==> src/rtl/ccc_apb_cfg_pkg.sv <==
// Shared types and widths for the CCC dynamic-configuration APB master.
package ccc_apb_cfg_pkg;

  localparam int CCC_ADDR_W = 6;
  localparam int CCC_DATA_W = 8;
  localparam int CNT_W      = 16;

  typedef enum logic [2:0] {
    IDLE      = 3'd0,
    WAIT_BUSY = 3'd1,
    SETUP     = 3'd2,
    ACCESS    = 3'd3,
    RB_SETUP  = 3'd4,
    RB_ACCESS = 3'd5,
    RESP      = 3'd6
  } cfg_state_e;

endpackage

==> src/rtl/ccc_apb_cfg_master_if.sv <==
// Command/response handshake plus CCC APB configuration port, bundled.
interface ccc_apb_cfg_master_if;
  import ccc_apb_cfg_pkg::*;

  logic                  cmd_valid;
  logic                  cmd_ready;
  logic                  cmd_write;
  logic [CCC_ADDR_W-1:0] cmd_addr;
  logic [CCC_DATA_W-1:0] cmd_wdata;
  logic                  rsp_valid;
  logic [CCC_DATA_W-1:0] rsp_rdata;
  logic                  rsp_err;
  logic                  psel;
  logic                  penable;
  logic                  pwrite;
  logic [CCC_ADDR_W-1:0] paddr;
  logic [CCC_DATA_W-1:0] pwdata;
  logic [CCC_DATA_W-1:0] prdata;
  logic                  busy;

  modport master (
    input  cmd_valid, cmd_write, cmd_addr, cmd_wdata, prdata, busy,
    output cmd_ready, rsp_valid, rsp_rdata, rsp_err,
    output psel, penable, pwrite, paddr, pwdata
  );

  modport slave (
    output cmd_valid, cmd_write, cmd_addr, cmd_wdata, prdata, busy,
    input  cmd_ready, rsp_valid, rsp_rdata, rsp_err,
    input  psel, penable, pwrite, paddr, pwdata
  );

endinterface

==> src/rtl/ccc_lock_monitor.sv <==
// CCC LOCK conditioning: 2-FF sync, saturating filter, stable flag and sticky loss flag.
module ccc_lock_monitor
  import ccc_apb_cfg_pkg::*;
#(
  parameter int unsigned LOCK_FILTER = 16
) (
  input  logic pclk_i,
  input  logic reset_i,
  input  logic lock_i,
  input  logic lock_lost_clr_i,
  output logic lock_stable_o,
  output logic lock_lost_o
);

  localparam logic [CNT_W-1:0] FILT = CNT_W'(LOCK_FILTER);

  logic             lock_meta_q, lock_s_q;
  logic [CNT_W-1:0] cnt_q, cnt_d;
  logic             stable;
  logic             stable_prev_q;
  logic             lost_q, lost_d;

  assign stable = (cnt_q == FILT);

  always_comb begin
    cnt_d = cnt_q;
    if (!lock_s_q)          cnt_d = '0;
    else if (cnt_q != FILT) cnt_d = cnt_q + 1'b1;
  end

  // A new loss event takes priority over a coincident clear.
  assign lost_d = (stable_prev_q & ~stable) | (lost_q & ~lock_lost_clr_i);

  always_ff @(posedge pclk_i or posedge reset_i) begin
    if (reset_i) begin
      lock_meta_q   <= 1'b0;
      lock_s_q      <= 1'b0;
      cnt_q         <= '0;
      stable_prev_q <= 1'b0;
      lost_q        <= 1'b0;
    end else begin
      lock_meta_q   <= lock_i;
      lock_s_q      <= lock_meta_q;
      cnt_q         <= cnt_d;
      stable_prev_q <= stable;
      lost_q        <= lost_d;
    end
  end

  assign lock_stable_o = stable;
  assign lock_lost_o   = lost_q;

endmodule

==> src/rtl/ccc_apb_cfg_master.sv <==
// APB3-style initiator for the CCC/PLL dynamic-configuration port plus lock conditioning.
// Optional write readback verify: define CCC_APB_CFG_READBACK_EN.
//
// state     | meaning
// IDLE      | ready for a command
// WAIT_BUSY | waiting for synchronized BUSY low, timeout running
// SETUP     | APB setup phase (PSEL=1, PENABLE=0)
// ACCESS    | APB access phase (PSEL=1, PENABLE=1)
// RB_SETUP  | readback setup phase after a write
// RB_ACCESS | readback access phase
// RESP      | one-cycle response strobe
module ccc_apb_cfg_master
  import ccc_apb_cfg_pkg::*;
#(
  parameter int unsigned BUSY_TIMEOUT = 255,
  parameter int unsigned LOCK_FILTER  = 16
) (
  input  logic                  pclk_i,
  input  logic                  reset_i,
  ccc_apb_cfg_master_if.master  bus,
  input  logic                  lock_i,
  input  logic                  lock_lost_clr_i,
  output logic                  lock_stable_o,
  output logic                  lock_lost_o
);

  localparam logic [CNT_W-1:0] TMO_LOAD = CNT_W'(BUSY_TIMEOUT - 1);

  cfg_state_e            state_q, state_d;
  logic                  busy_meta_q, busy_s_q;
  logic [CNT_W-1:0]      tmo_q, tmo_d;
  logic                  hold_write_q, hold_write_d;
  logic [CCC_ADDR_W-1:0] hold_addr_q, hold_addr_d;
  logic [CCC_DATA_W-1:0] hold_wdata_q, hold_wdata_d;
  logic                  pwrite_q, pwrite_d;
  logic [CCC_ADDR_W-1:0] paddr_q, paddr_d;
  logic [CCC_DATA_W-1:0] pwdata_q, pwdata_d;
  logic [CCC_DATA_W-1:0] rdata_q, rdata_d;
  logic                  err_q, err_d;
  logic                  cmd_ready_q;
  logic                  psel, penable;

  always_comb begin
    state_d      = state_q;
    tmo_d        = tmo_q;
    hold_write_d = hold_write_q;
    hold_addr_d  = hold_addr_q;
    hold_wdata_d = hold_wdata_q;
    pwrite_d     = pwrite_q;
    paddr_d      = paddr_q;
    pwdata_d     = pwdata_q;
    rdata_d      = rdata_q;
    err_d        = err_q;
    unique case (state_q)
      IDLE: begin
        if (bus.cmd_valid && cmd_ready_q) begin
          hold_write_d = bus.cmd_write;
          hold_addr_d  = bus.cmd_addr;
          hold_wdata_d = bus.cmd_wdata;
          tmo_d        = TMO_LOAD;
          rdata_d      = '0;
          err_d        = 1'b0;
          state_d      = WAIT_BUSY;
        end
      end
      WAIT_BUSY: begin
        if (!busy_s_q) begin
          paddr_d  = hold_addr_q;
          pwrite_d = hold_write_q;
          pwdata_d = hold_wdata_q;
          state_d  = SETUP;
        end else if (tmo_q == '0) begin
          err_d   = 1'b1;
          state_d = RESP;
        end else begin
          tmo_d = tmo_q - 1'b1;
        end
      end
      SETUP: state_d = ACCESS;
      ACCESS: begin
        if (!hold_write_q) begin
          rdata_d = bus.prdata;
          state_d = RESP;
        end else begin
`ifdef CCC_APB_CFG_READBACK_EN
          pwrite_d = 1'b0;
          state_d  = RB_SETUP;
`else
          state_d  = RESP;
`endif
        end
      end
`ifdef CCC_APB_CFG_READBACK_EN
      RB_SETUP: state_d = RB_ACCESS;
      RB_ACCESS: begin
        rdata_d = bus.prdata;
        err_d   = (bus.prdata != hold_wdata_q);
        state_d = RESP;
      end
`endif
      RESP:    state_d = IDLE;
      default: state_d = IDLE;
    endcase
  end

  always_ff @(posedge pclk_i or posedge reset_i) begin
    if (reset_i) begin
      state_q      <= IDLE;
      busy_meta_q  <= 1'b0;
      busy_s_q     <= 1'b0;
      tmo_q        <= '0;
      hold_write_q <= 1'b0;
      hold_addr_q  <= '0;
      hold_wdata_q <= '0;
      pwrite_q     <= 1'b0;
      paddr_q      <= '0;
      pwdata_q     <= '0;
      rdata_q      <= '0;
      err_q        <= 1'b0;
      cmd_ready_q  <= 1'b0;
    end else begin
      state_q      <= state_d;
      busy_meta_q  <= bus.busy;
      busy_s_q     <= busy_meta_q;
      tmo_q        <= tmo_d;
      hold_write_q <= hold_write_d;
      hold_addr_q  <= hold_addr_d;
      hold_wdata_q <= hold_wdata_d;
      pwrite_q     <= pwrite_d;
      paddr_q      <= paddr_d;
      pwdata_q     <= pwdata_d;
      rdata_q      <= rdata_d;
      err_q        <= err_d;
      cmd_ready_q  <= (state_d == IDLE);
    end
  end

  // Decoded from the async-reset state register so a reset drops them at once.
  always_comb begin
    psel    = 1'b0;
    penable = 1'b0;
    unique case (state_q)
      SETUP:     psel = 1'b1;
      ACCESS:    begin psel = 1'b1; penable = 1'b1; end
`ifdef CCC_APB_CFG_READBACK_EN
      RB_SETUP:  psel = 1'b1;
      RB_ACCESS: begin psel = 1'b1; penable = 1'b1; end
`endif
      default:   ;
    endcase
  end

  assign bus.cmd_ready = cmd_ready_q;
  assign bus.rsp_valid = (state_q == RESP);
  assign bus.rsp_rdata = rdata_q;
  assign bus.rsp_err   = err_q;
  assign bus.psel      = psel;
  assign bus.penable   = penable;
  assign bus.pwrite    = pwrite_q;
  assign bus.paddr     = paddr_q;
  assign bus.pwdata    = pwdata_q;

  ccc_lock_monitor #(
    .LOCK_FILTER (LOCK_FILTER)
  ) u_lock_monitor (
    .pclk_i          (pclk_i),
    .reset_i         (reset_i),
    .lock_i          (lock_i),
    .lock_lost_clr_i (lock_lost_clr_i),
    .lock_stable_o   (lock_stable_o),
    .lock_lost_o     (lock_lost_o)
  );

endmodule

==> src/flat_wrapper.sv <==
// flat-port wrapper written by rule: the top's interface ports become plain ports
module ccc_apb_cfg_master_flat import ccc_apb_cfg_pkg::*;
#(
  parameter int unsigned BUSY_TIMEOUT = 255,
  parameter int unsigned LOCK_FILTER  = 16
)
  (pclk_i, reset_i, lock_i, lock_lost_clr_i, lock_stable_o, lock_lost_o, bus_cmd_valid, bus_cmd_write, bus_cmd_addr, bus_cmd_wdata, bus_prdata, bus_busy, bus_cmd_ready, bus_rsp_valid, bus_rsp_rdata, bus_rsp_err, bus_psel, bus_penable, bus_pwrite, bus_paddr, bus_pwdata);
  ccc_apb_cfg_master_if bus_i ();
  input  logic pclk_i;
  input  logic reset_i;
  input  logic lock_i;
  input  logic lock_lost_clr_i;
  output logic lock_stable_o;
  output logic lock_lost_o;
  input wire logic [$bits(bus_i.cmd_valid)-1:0] bus_cmd_valid;
  input wire logic [$bits(bus_i.cmd_write)-1:0] bus_cmd_write;
  input wire logic [$bits(bus_i.cmd_addr)-1:0] bus_cmd_addr;
  input wire logic [$bits(bus_i.cmd_wdata)-1:0] bus_cmd_wdata;
  input wire logic [$bits(bus_i.prdata)-1:0] bus_prdata;
  input wire logic [$bits(bus_i.busy)-1:0] bus_busy;
  output wire logic [$bits(bus_i.cmd_ready)-1:0] bus_cmd_ready;
  output wire logic [$bits(bus_i.rsp_valid)-1:0] bus_rsp_valid;
  output wire logic [$bits(bus_i.rsp_rdata)-1:0] bus_rsp_rdata;
  output wire logic [$bits(bus_i.rsp_err)-1:0] bus_rsp_err;
  output wire logic [$bits(bus_i.psel)-1:0] bus_psel;
  output wire logic [$bits(bus_i.penable)-1:0] bus_penable;
  output wire logic [$bits(bus_i.pwrite)-1:0] bus_pwrite;
  output wire logic [$bits(bus_i.paddr)-1:0] bus_paddr;
  output wire logic [$bits(bus_i.pwdata)-1:0] bus_pwdata;
  assign bus_i.cmd_valid = bus_cmd_valid;
  assign bus_i.cmd_write = bus_cmd_write;
  assign bus_i.cmd_addr = bus_cmd_addr;
  assign bus_i.cmd_wdata = bus_cmd_wdata;
  assign bus_i.prdata = bus_prdata;
  assign bus_i.busy = bus_busy;
  assign bus_cmd_ready = bus_i.cmd_ready;
  assign bus_rsp_valid = bus_i.rsp_valid;
  assign bus_rsp_rdata = bus_i.rsp_rdata;
  assign bus_rsp_err = bus_i.rsp_err;
  assign bus_psel = bus_i.psel;
  assign bus_penable = bus_i.penable;
  assign bus_pwrite = bus_i.pwrite;
  assign bus_paddr = bus_i.paddr;
  assign bus_pwdata = bus_i.pwdata;
  ccc_apb_cfg_master #(.BUSY_TIMEOUT(BUSY_TIMEOUT), .LOCK_FILTER(LOCK_FILTER)) u_core (.pclk_i(pclk_i), .reset_i(reset_i), .bus(bus_i), .lock_i(lock_i), .lock_lost_clr_i(lock_lost_clr_i), .lock_stable_o(lock_stable_o), .lock_lost_o(lock_lost_o));
endmodule
==> config.mk <==
export PLATFORM = sky130hd
export DESIGN_NAME = ccc_apb_cfg_master_flat
export DESIGN_NICKNAME = d
export VERILOG_FILES = /design/src/rtl/ccc_apb_cfg_pkg.sv /design/src/rtl/ccc_apb_cfg_master_if.sv /design/src/rtl/ccc_lock_monitor.sv /design/src/rtl/ccc_apb_cfg_master.sv /design/src/flat_wrapper.sv
export SDC_FILE = /design/constraint.sdc
export NUM_CORES = 1
export LEC_CHECK = 0
export BUFFER_PORTS_ARGS = -buffer_cell sky130_fd_sc_hd__buf_2
export CELL_PAD_IN_SITES_DETAIL_PLACEMENT = 0
export CELL_PAD_IN_SITES_GLOBAL_PLACEMENT = 1
export CORE_MARGIN = 2
export CORE_UTILIZATION = 40
export CTS_CLUSTER_SIZE = 12
export DETAILED_ROUTE_END_ITERATION = 12
export GPL_TIMING_DRIVEN = 0
export PLACE_DENSITY_LB_ADDON = 0.1
export SYNTH_ARGS = -nofsm -noshare
export SYNTH_HDL_FRONTEND = slang
export SYNTH_SLANG_ARGS = --single-unit
export TNS_END_PERCENT = 50
==> constraint.sdc <==
create_clock -name pclk_i -period 2.1 [get_ports pclk_i]
set_input_delay 0 -clock pclk_i [delete_from_list [all_inputs] [get_ports pclk_i]]
set_output_delay 0 -clock pclk_i [all_outputs]
set_load 0.02 [all_outputs]
==> summary.txt, run 1 <==
Timing
  – Number of hold violations in the final report: 0
  – FMAX: slightly below 0.5 GHz
  – Pin slew with the least headroom to its limit: 0.573 ns
  – Relative max-transition margin: 61.5%
  – Slack of the critical path: 0.0554 ns
  – Crit path time final: 2.04 ns
  – Final cycle utilization of the critical path: 97.4%
  – Number of max-slew violations in the final report: 0
  – RSZ-0062 raised after global routing: true
  – Final setup violation count: 0
  – Maximum clock skew at final layout: roughly 0.0077 ns

Detailed routing
  – Iteration count of the initial detailed-routing pass: 4
  – Detailed Route WL: 8.52 mm
  – Final antenna-violating net count: 0
  – Via count: 2905
  – Number of remaining DRC errors: 0
  – Vias per cell: 5.12
  – Initial detailed-routing violation count: 140
  – Avg WL per Cell: 15.0 um

Floorplan
  – Die footprint: 10200 um2
  – Initial cell density of the core: 40.9%
  – # rows: 35
  – Die Width: 101 um
  – Placeable core region: 9150 um2
  – Vertical extent of the die: roughly 100 um
  – IO Count: 59

Clock tree
  – Clock transition at the registers of the reported paths: 0.08 ns
  – Clock sink count: 81
  – Deepest level of the CTS H-tree: 3
  – Worst skew pair latency: 0.36 ns
  – Number of buffers inserted during clock tree synthesis: 9
  – CTS Root Cell: clkbuf_8
  – Clock buffer depth: 2
  – Clock tree from TritonCTS: built

Synthesis
  – Top FF cell, synth: dfrtp_1
  – Cell with the most instances after synthesis: dfrtp_1
  – Most frequent cells after synthesis: dfrtp_1, nand2_1, and2_1
  – Netlist cell types: 51
  – Top-area cell type share of the netlist area: 54.1%
  – Number of enable flip-flop cells after synthesis: 0
  – Sequential share of the synthesized area: 54.1%
  – Share of flip-flops with an asynchronous set or reset: 100%
  – Nets in the synthesized netlist: roughly 380
  – Cells after Synth: 350
  – Count of state elements after synthesis: 81
  – Synth warnings: 0
  – Area of the mapped netlist: 3750 um2
  – Dominant cell type by area after synthesis: dfrtp_1
  – Largest cells by area after synthesis: dfrtp_1, nand2_1, mux2_2
  – Synthesized area per cell: 10.7 um2

Critical path
  – Beginning of the worst register-to-register path: u_core.tmo_q[0]$_DFFE_PP0P_
  – Type of element launching the critical path: flip-flop
  – Path type of the worst setup path: flip-flop to flip-flop
  – Worst setup path startpoint: u_core.tmo_q[0]$_DFFE_PP0P_
  – Arr. time, crit path: 2.29 ns
  – Required time at the endpoint of the critical path: 2.34 ns
  – Peak fanout along the critical path: 5
  – Critical path endpoint category: flip-flop

Final layout
  – Sequential standard cell area: about 2000 um2
  – Ratio of cells with drive above 1 in the final layout: a little over a quarter
  – Final non-filler cell total: 567
  – Final layout net count: 483
  – Filler Cells Inserted: 858
  – Area delta synth->final: 27.1%
  – Antenna cells: 0
  – Area of combinational cells with multiple inputs: 1660 um2

GRT
  – Number of antenna violations at the first check in global routing: 0
  – Global-route wire length before repair: 14.1 mm
  – Maximum number of pins on one net before global-route repair: 53
  – Via count of the first global-routing pass: 2811
  – Global-route total usage across every layer: 18.0%
  – Final global-route overflow total: 0

Run
  – Max-Cap Viols: 0

Placement
  – Number of buffers inserted by port buffering: just under 60
  – Number of cells in the design after placement: 520
  – Routability-driven placement congestion ratio: 0.738
  – Post-detail-place hpwl: 5.55 mm
  – Worst slack after detailed placement: -0.0597 ns

Power
  – Maximum VDD drop: ~0.00046 V
  – Power per cell area: 1070 nW/um2
  – Leakage power: approximately 2.2 nW

Worst hold path
  – Min-delay worst type: input pin to asynchronous set/reset pin

Status
  – Status: complete, no violations
## routing by layer
| layer | up-vias | wire (um) | GRT usage [%] |
|---|---|---|---|
| met2 | 57 | 3790 | 27.5 |
| met1 | 1404 | 4260 | 25.0 |
| met3 | 11 | 314 | 4.44 |
| li1 | 1433 | - | - |
| met4 | 0 | 161 | 6.74 |
| met5 | - | 0 | 0 |
## what timing repair did
item                       4_1_cts  5_1_grt
buffers inserted                 4        0
setup endpoints to repair       14       49
hold buffers                    27        0
hold endpoints to repair        55        0
pin swaps                        1        0
resized for setup                2       16
## flip-flops by register name (all words and copies together) (netlist names), 3 cells and up
signal and count:
u_core.hold_wdata_q 8, u_core.bus.pwdata 8, u_core.bus.rsp_rdata 8, u_core.tmo_q 16
u_core.bus.paddr 6, u_core.u_lock_monitor.cnt_q 16, u_core.state_q 3, u_core.hold_addr_q 6
## power by group
group	total (mW)	switching (mW)	internal (mW)
registers	2.20	0.249	1.95
logic	1.72	1.01	0.703
clock network	1.18	0.600	0.584
total	5.10	1.86	3.23
## worst paths after layout
kind,cells past startpoint,slack (ns),endpoint
max in group asynchronous,4,1.32,u_core.tmo_q[9]$_DFFE_PP0P_
worst max-delay path,7,0.06,u_core.tmo_q[1]$_DFFE_PP0P_
min in group pclk_i,2,0.29,u_core.u_lock_monitor.lock_meta_q$_DFF_PP0_
worst max register to register,7,0.06,u_core.tmo_q[1]$_DFFE_PP0P_
worst min register to register,0,0.35,u_core.busy_s_q$_DFF_PP0_
worst min-delay path,3,0.19,u_core.u_lock_monitor.cnt_q[3]$_DFFE_PP0P_
## worst max-delay path: stages (launching register included)
cell	delay, ns
dfrtp_1	0.42
inv_1	0.11
ha_2	0.20
or4b_4	0.50
nor3_4	0.22
buf_4	0.17
a21oi_2	0.05
mux2_2	0.27
## logic make-up after synthesis
family,share of synthesized area [%]
buffers and inverters,2.84
AOI/OAI and AO/OA,8.12
DFF,54.1
adders and majority gates,1.00
xor gates and xnor gates,2.81
muxes,7.75
and+or+nand+nor,23.4
## cell usage in the layout (no fill, tap or decap), drive strengths merged, types with 3 or more instances in the layout
cell type / Yosys / routed
o21ai: 6 / 6
xnor2: 4 / 4
dfrtp: 81 / 81
nor2b: 3 / 3
mux2: 16 / 16
and2: 19 / 19
clkbuf: 7 / 17
ha: 3 / 3
nor3: 7 / 7
nand3: 8 / 8
xor2: 8 / 8
or4: 5 / 5
clkinv: 0 / 3
mux2i: 11 / 11
nand4: 5 / 5
a2111oi: 4 / 4
or3: 7 / 7
nor2: 16 / 16
a211oi: 6 / 6
inv: 13 / 13
nand2: 59 / 59
dlygate4sd3: 0 / 27
a21boi: 4 / 4
nand2b: 7 / 7
buf: 5 / 68
a22o: 8 / 8
nor4: 12 / 12
a21oi: 4 / 4
## per-stage QoR
| step | power [mW] | util, % | TNS, ns | hold slack (ns) | area (um2) |
|---|---|---|---|---|---|
| 6_report | 5.10 | 52.0 | 0 | 0.194 | 4760 |
| 5_1_grt | 5.44 | 52.0 | -0.0951 | 0.213 | 4760 |
| 4_1_cts | 5.13 | 51.5 | 0 | 0.181 | 4710 |
| 3_5_place_dp | 3.89 | 45.9 | -0.369 | 0.0293 | 4210 |
| 3_3_place_gp | 3.86 | 45.6 | -87.77 | 0.110 | 4180 |
| 2_1_floorplan | 3.35 | - | 0 | 0.0314 | 3750 |
## layout make-up
type | count | share of cell area [%]
Buffer | 12 | 1.34
Inverter | 13 | 1.08
Multi-Input combinational cell | 244 | 34.8
Timing Repair Buffer | 90 | 13.0
Sequential cell | 81 | 42.6
Clock inverter | 6 | 1.42
Clock buffer | 10 | 2.89
Tap cell | 111 | 2.92
Note: power is estimated with default switching activity, not from simulation.
==> run 2, diff against run 1 <==
--- a/config.mk
+++ b/config.mk
@@ -6,10 +6,10 @@
 export NUM_CORES = 1
 export LEC_CHECK = 0
 export BUFFER_PORTS_ARGS = -buffer_cell sky130_fd_sc_hd__buf_2
-export CELL_PAD_IN_SITES_DETAIL_PLACEMENT = 0
-export CELL_PAD_IN_SITES_GLOBAL_PLACEMENT = 1
+export CELL_PAD_IN_SITES_DETAIL_PLACEMENT = 1
+export CELL_PAD_IN_SITES_GLOBAL_PLACEMENT = 2
 export CORE_MARGIN = 2
-export CORE_UTILIZATION = 40
+export CORE_UTILIZATION = 33
 export CTS_CLUSTER_SIZE = 12
 export DETAILED_ROUTE_END_ITERATION = 12
 export GPL_TIMING_DRIVEN = 0
==> run 2 against run 1 <==
Against the previous run: global-route usage is 1.3 points lower; cell area is 3.9% higher; critical path depth stayed put; cell count is 4.9% higher; first-iteration DRC count is 21% higher; clock skew is 0.0025 ns lower; register-to-register slack better by 0.06 ns; non-clock buffer count is 1 lower; worst hold slack better by 0.023 ns; worst setup slack better by 0.059 ns; routed wire length is 12% higher; sequential power hardly changed; critical path type unchanged; largest cell class unchanged; largest power group unchanged.
==> summary.txt, run 2 (same netlist as run 1, synthesis figures left out) <==
GRT
  – Most Crowded Layer GR: met2
  – Global routing met3 resource utilization: about 5%
  – Maximum number of pins on one net before global-route repair: 56
  – Global-route track usage on met2: 27.1%
  – Global-route total usage across every layer: 16.8%
  – Global routing met1 resource utilization: 22.0%
  – Final global-route overflow total: 0
  – Global-route wire length before repair: 16.4 mm
  – Number of antenna violations at the first check in global routing: 0
  – Via count of the first global-routing pass: 3218

Timing
  – Number of max-slew violations in the final report: 0
  – Accumulated negative setup slack: 0 ns
  – Pin slew with the least headroom to its limit: 0.594 ns
  – Final worst hold slack: approximately 0.22 ns
  – Maximum clock skew at final layout: 0.00513 ns
  – FMAX: slightly above 0.5 GHz
  – Number of hold violations in the final report: 0
  – Slack of the critical path: 0.115 ns
  – RSZ-0062 raised after global routing: false
  – Final cycle utilization of the critical path: 94.5%
  – Final setup violation count: 0
  – Relative max-transition margin: 60.4%
  – Crit path time final: 1.99 ns

Placement
  – Worst slack after detailed placement: -0.0599 ns
  – DP Area: about 4200 um2
  – Post-detail-place hpwl: 6.38 mm
  – Number of cells in the design after placement: 549
  – Routability-driven placement congestion ratio: 0.702
  – Number of buffers inserted by port buffering: a little under 60

Power
  – Leakage power: 2.30 nW
  – Maximum VDD drop: 0.000490 V
  – Internal cell power: 3.86 mW
  – Sequential group share of total power: 38.3%
  – PnR Total Power: ~5.8 mW
  – Share of total power in combinational logic: between 30% and 40%
  – Power per cell area: 1170 nW/um2
  – Fraction of power consumed by the clock network: 31.5%
  – Switching part of the total: between 30% and 40%
  – Switching power total: 1.95 mW

Final layout
  – Utilization after layout: between 40% and 50%
  – Largest registers: u_core.tmo_q: 16 flops, u_core.u_lock_monitor.cnt_q: 16 flops
  – Final standard cell area without fillers: 4940 um2
  – Final layout net count: 482
  – Final non-filler cell total: 595
  – Area delta synth->final: 32.0%
  – Filler Cells Inserted: 1259
  – Antenna cells: 0
  – Most common cell after layout, fill and taps aside: dfrtp_1
  – Most used cells in the layout excluding fill and tap cells: dfrtp_1, buf_2, nand2_1
  – Ratio of cells with drive above 1 in the final layout: 26.8%

Floorplan
  – Die Width: around 110 um
  – Initial cell density of the core: 34.3%
  – Vertical extent of the die: between 100 and 150 um
  – IO Count: between 50 and 60
  – Placeable core region: 10900 um2
  – Die footprint: 12200 um2
  – # rows: 38

Critical path
  – Master of the slowest instance on the critical path: or4b_4
  – Maximum single-stage delay on the critical path: 0.49 ns
  – Peak fanout along the critical path: 8
  – Critical-path cell list: inv_2, ha_4, or4b_4, nor3_4, buf_6, a21oi_2, mux2_2
  – Critical path endpoint category: flip-flop
  – Path type of the worst setup path: flip-flop to flip-flop
  – Arr. time, crit path: 2.21 ns
  – Required time at the endpoint of the critical path: 2.33 ns
  – Type of element launching the critical path: flip-flop

Clock tree
  – Clock sink count: slightly above 80
  – CTS Root Cell: clkbuf_16
  – Deepest level of the CTS H-tree: 3
  – Number of buffers inserted during clock tree synthesis: 9
  – Clock buffer depth: 2
  – Clock transition at the registers of the reported paths: 0.06 ns
  – Worst skew pair latency: between 0.3 and 0.4 ns
  – Clock tree from TritonCTS: built

Detailed routing
  – Initial detailed-routing violation count: 170
  – Iteration count of the initial detailed-routing pass: 6
  – Detailed Route WL: 9.57 mm
  – Avg WL per Cell: 16.1 um
  – Via count: about 3000
  – Vias per cell: 4.96
  – Final antenna-violating net count: 0
  – Number of remaining DRC errors: 0

Run
  – Max-Cap Viols: 0

Worst hold path
  – Min-delay worst type: input pin to asynchronous set/reset pin

Status
  – Status: complete, no violations
==> run 2: layout make-up <==
cell class	count	area [um2]	share of cell area, %
repair buffers	89	614	12.4
multi-input cells	244	1670	33.7
flip-flops and latches	81	2030	41.0
well taps	140	175	3.54
clock buffers	11	243	4.91
clock inverters	5	103	2.07
plain buffers	12	63.8	1.29
inverters	13	51.3	1.04
==> run 2: power by group through the flow <==
stage          clock network, mW  logic [mW]  registers [mW]
2_1_floorplan                  0       0.944            2.40
3_3_place_gp                   0        1.66            2.22
3_5_place_dp                   0        1.70            2.23
4_1_cts                     1.88        1.76            2.22
5_1_grt                     1.96        1.96            2.28
6_report                    1.83        1.76            2.22
==> run 2: per-layer routing <==
metal  share of wire [%]  wire, um  vias to the layer above
met1                  47      4520                     1480
met3                 3.4       324                        8
met5                   0         0                        -
met4                 1.2       112                        0
li1                    -         -                     1420
met2                  48      4610                       42
==> run 2: worst paths after layout <==
| check | to | start | depth (start not counted) | slack (ns) |
|---|---|---|---|---|
| worst min-delay path | u_core.bus.pwdata[4]$_DFFE_PP0P_ | reset_i | 3 | 0.22 |
| worst max register to register | u_core.tmo_q[1]$_DFFE_PP0P_ | u_core.tmo_q[0]$_DFFE_PP0P_ | 7 | 0.11 |
| worst min register to register | u_core.busy_s_q$_DFF_PP0_ | u_core.busy_meta_q$_DFF_PP0_ | 0 | 0.35 |
| max in group asynchronous | u_core.state_q[0]$_DFF_PP0_ | reset_i | 4 | 1.29 |
| min in group pclk_i | u_core.u_lock_monitor.lock_meta_q$_DFF_PP0_ | lock_i | 2 | 0.31 |
| worst max-delay path | u_core.tmo_q[1]$_DFFE_PP0P_ | u_core.tmo_q[0]$_DFFE_PP0P_ | 7 | 0.11 |
==> run 2: worst max-delay path: cells and delay by family (launching register included) <==
family                   cells  cell delay (ns)
AND/OR/NAND/NOR              2             0.69
flip-flops                   1             0.43
buffers and inverters        2             0.28
multiplexers                 1             0.27
adder cells (fa/ha/maj)      1             0.15
AO/OA/AOI/OAI                1             0.06
==> run 2: repair_timing <==
action                     4_1_cts  5_1_grt
hold endpoints to repair        52        0
hold buffers                    27        0
buffers inserted                 2        1
gates cloned                     0        0
resized for setup                3       18
setup endpoints to repair       16       42
pin swaps                        1        2
==> run 3, diff against run 2 <==
==> constraint.sdc (replaced) <==
create_clock -name pclk_i -period 2.1 [get_ports pclk_i]
set_input_delay 0.63 -clock pclk_i [delete_from_list [all_inputs] [get_ports pclk_i]]
set_output_delay 0.63 -clock pclk_i [all_outputs]
set_load 0.02 [all_outputs]
==> run 3 against run 2 <==
Against the previous run: the run now ends with negative setup slack left; cell area decreased by 1.4%; worst setup slack got worse by 0.16 ns; die area unchanged; clock power decreased by 6%; total power decreased by 1.2%; first-iteration DRC count decreased by 50%; count of clock-buffer cells in the layout decreased by 1; routed wire length increased by 0.82%; register-to-register slack got worse by 0.04 ns.
==> summary.txt, run 3 (same netlist as run 1, synthesis figures left out) <==
Status
  – Status: finished with violations
  – Violations in the final reports: negative setup slack

Detailed routing
  – Detailed Route WL: between 9 and 10 mm
  – WL met3: 273 um
  – DR top layer: met4
  – Via count: 2945
  – Iteration count of the initial detailed-routing pass: 3
  – Met2 routed wirelength: 4.66 mm
  – Met1 WL: around 4.6 mm
  – Avg WL per Cell: 16.5 um
  – Vias per cell: 5.03
  – Number of remaining DRC errors: 0
  – Initial detailed-routing violation count: 85
  – Final antenna-violating net count: 0

Timing
  – Final worst hold slack: 0.332 ns
  – RSZ-0062 raised after global routing: true
  – Slack of the critical path: -0.0480 ns
  – Accumulated negative setup slack: -0.0480 ns
  – Number of hold violations in the final report: 0
  – Relative max-transition margin: 59.1%
  – Crit path time final: 2.15 ns
  – FMAX: 0.466 GHz
  – Final setup violation count: 1
  – Pin slew with the least headroom to its limit: 0.614 ns
  – Number of max-slew violations in the final report: 0
  – Final cycle utilization of the critical path: 102%
  – Maximum clock skew at final layout: 0.00687 ns

Critical path
  – Arr. time, crit path: 1.52 ns
  – Largest delay share family, worst path: simple AND/OR/NAND/NOR gates
  – Critical-path cell list: nor4_2, nand4_1, inv_1, buf_6
  – Peak fanout along the critical path: 7
  – Beginning of the worst register-to-register path: u_core.tmo_q[0]$_DFFE_PP0P_
  – Crit path buffers/inverters: 2
  – Required time at the endpoint of the critical path: 1.47 ns
  – Type of element launching the critical path: flip-flop
  – Critical path endpoint category: output pin
  – R2R Setup Slk: 0.07 ns
  – Path type of the worst setup path: flip-flop to output pin
  – Number of cells on the worst reg-to-reg path: 5
  – Reg-to-Reg End: u_core.tmo_q[9]$_DFFE_PP0P_
  – Maximum single-stage delay on the critical path: 0.45 ns
  – Master of the slowest instance on the critical path: dfrtp_2

Clock tree
  – Clock buffer depth: 2
  – Deepest level of the CTS H-tree: 3
  – Hold Buf Count CTS: 0
  – Clock tree from TritonCTS: built
  – Clock sink count: 81
  – CTS Root Cell: clkbuf_16
  – Worst skew pair latency: 0.34 ns
  – Clock transition at the registers of the reported paths: around 0.06 ns
  – Number of buffers inserted during clock tree synthesis: 9

Floorplan
  – Vertical extent of the die: 111 um
  – # rows: 38
  – IO Count: 59
  – Placeable core region: 10900 um2
  – Initial cell density of the core: 34.3%
  – Die Width: 111 um
  – Die footprint: about 12000 um2

Final layout
  – Final layout net count: 472
  – Antenna cells: 0
  – Most common cell after layout, fill and taps aside: dfrtp_1
  – Most used cells in the layout excluding fill and tap cells: dfrtp_1, nand2_1, buf_2
  – Area delta synth->final: 30.2%
  – Ratio of cells with drive above 1 in the final layout: 34.4%
  – Final standard cell area without fillers: 4880 um2
  – Utilization after layout: 44.6%
  – Filler Cells Inserted: 1250
  – Largest registers: u_core.tmo_q: 16 flops, u_core.u_lock_monitor.cnt_q: 16 flops

Power
  – Power per cell area: about 1200 nW/um2
  – Maximum VDD drop: 0.000508 V
  – Leakage power: 2.28 nW
  – PnR Total Power: between 5 and 6 mW

GRT
  – Global-route total usage across every layer: ~16%
  – Global-route wire length before repair: 16.2 mm
  – Via count of the first global-routing pass: slightly above 3000
  – Final global-route overflow total: 0
  – Maximum number of pins on one net before global-route repair: 41
  – Number of antenna violations at the first check in global routing: 0

Placement
  – Number of buffers inserted by port buffering: 58
  – Post-detail-place hpwl: between 6 and 7 mm
  – DP Area: 4260 um2
  – Routability-driven placement congestion ratio: 0.697

Run
  – Max-Cap Viols: 0

Worst hold path
  – Min-delay worst type: input pin to asynchronous set/reset pin
## run 3: changes by cell type in the layout (fill, tap and decap cells not counted), sizes merged
cell and delta:
buf +16, bufinv -1, clkinvlp +2, dlygate4sd3 -27
## run 3: layer usage
metal / track usage (%) / vias to the layer above
met3: 3.95 / 9
met1: 21.7 / 1487
li1: - / 1409
met4: 4.25 / 0
met5: 0 / -
met2: 26.6 / 40
## run 3: metrics by stage
| stage | instances | worst slack [ns] |
|---|---|---|
| after floorplan | 350 | 0.204 |
| after global placement | 548 | -0.231 |
| after detailed placement | 550 | -0.209 |
| after CTS | 580 | -0.0471 |
| after global routing | 585 | -0.133 |
| final | 585 | -0.0480 |
## run 3: worst max-delay path by stage
stage	start	slack [ns]	to	cells after the start
floorplan	u_core.tmo_q[0]$_DFFE_PP0P_	0.20	u_core.tmo_q[1]$_DFFE_PP0P_	6
global placement	bus_cmd_valid	-0.23	u_core.state_q[0]$_DFF_PP0_	6
detailed placement	bus_cmd_valid	-0.21	u_core.state_q[0]$_DFF_PP0_	6
CTS	u_core.u_lock_monitor.cnt_q[12]$_DFFE_PP0P_	-0.05	lock_stable_o	4
global route	u_core.u_lock_monitor.cnt_q[0]$_DFFE_PP0P_	-0.13	lock_stable_o	6
finish	u_core.u_lock_monitor.cnt_q[7]$_DFFE_PP0P_	-0.05	lock_stable_o	4
## run 3: cell type report
class | count | area, um2 | share of cell area (%)
inverters | 13 | 52.6 | 1.08
well taps | 140 | 175 | 3.59
multi-input cells | 244 | 1730 | 35.6
flip-flops and latches | 81 | 2030 | 41.6
clock buffers | 10 | 239 | 4.90
plain buffers | 12 | 67.6 | 1.39
clock inverters | 6 | 88.8 | 1.82
repair buffers | 79 | 490 | 10.1
## run 3: power breakdown
group	internal, mW	switching (mW)	total, mW
Combinational	0.726	1.06	1.79
Sequential	1.95	0.269	2.22
Clock	1.08	0.649	1.72
Total	3.75	1.98	5.73
## run 3: timing repair
item,4_1_cts,5_1_grt
setup endpoints to repair,23,55
pin swaps,4,4
setup buffers,14,6
resized for setup,11,28
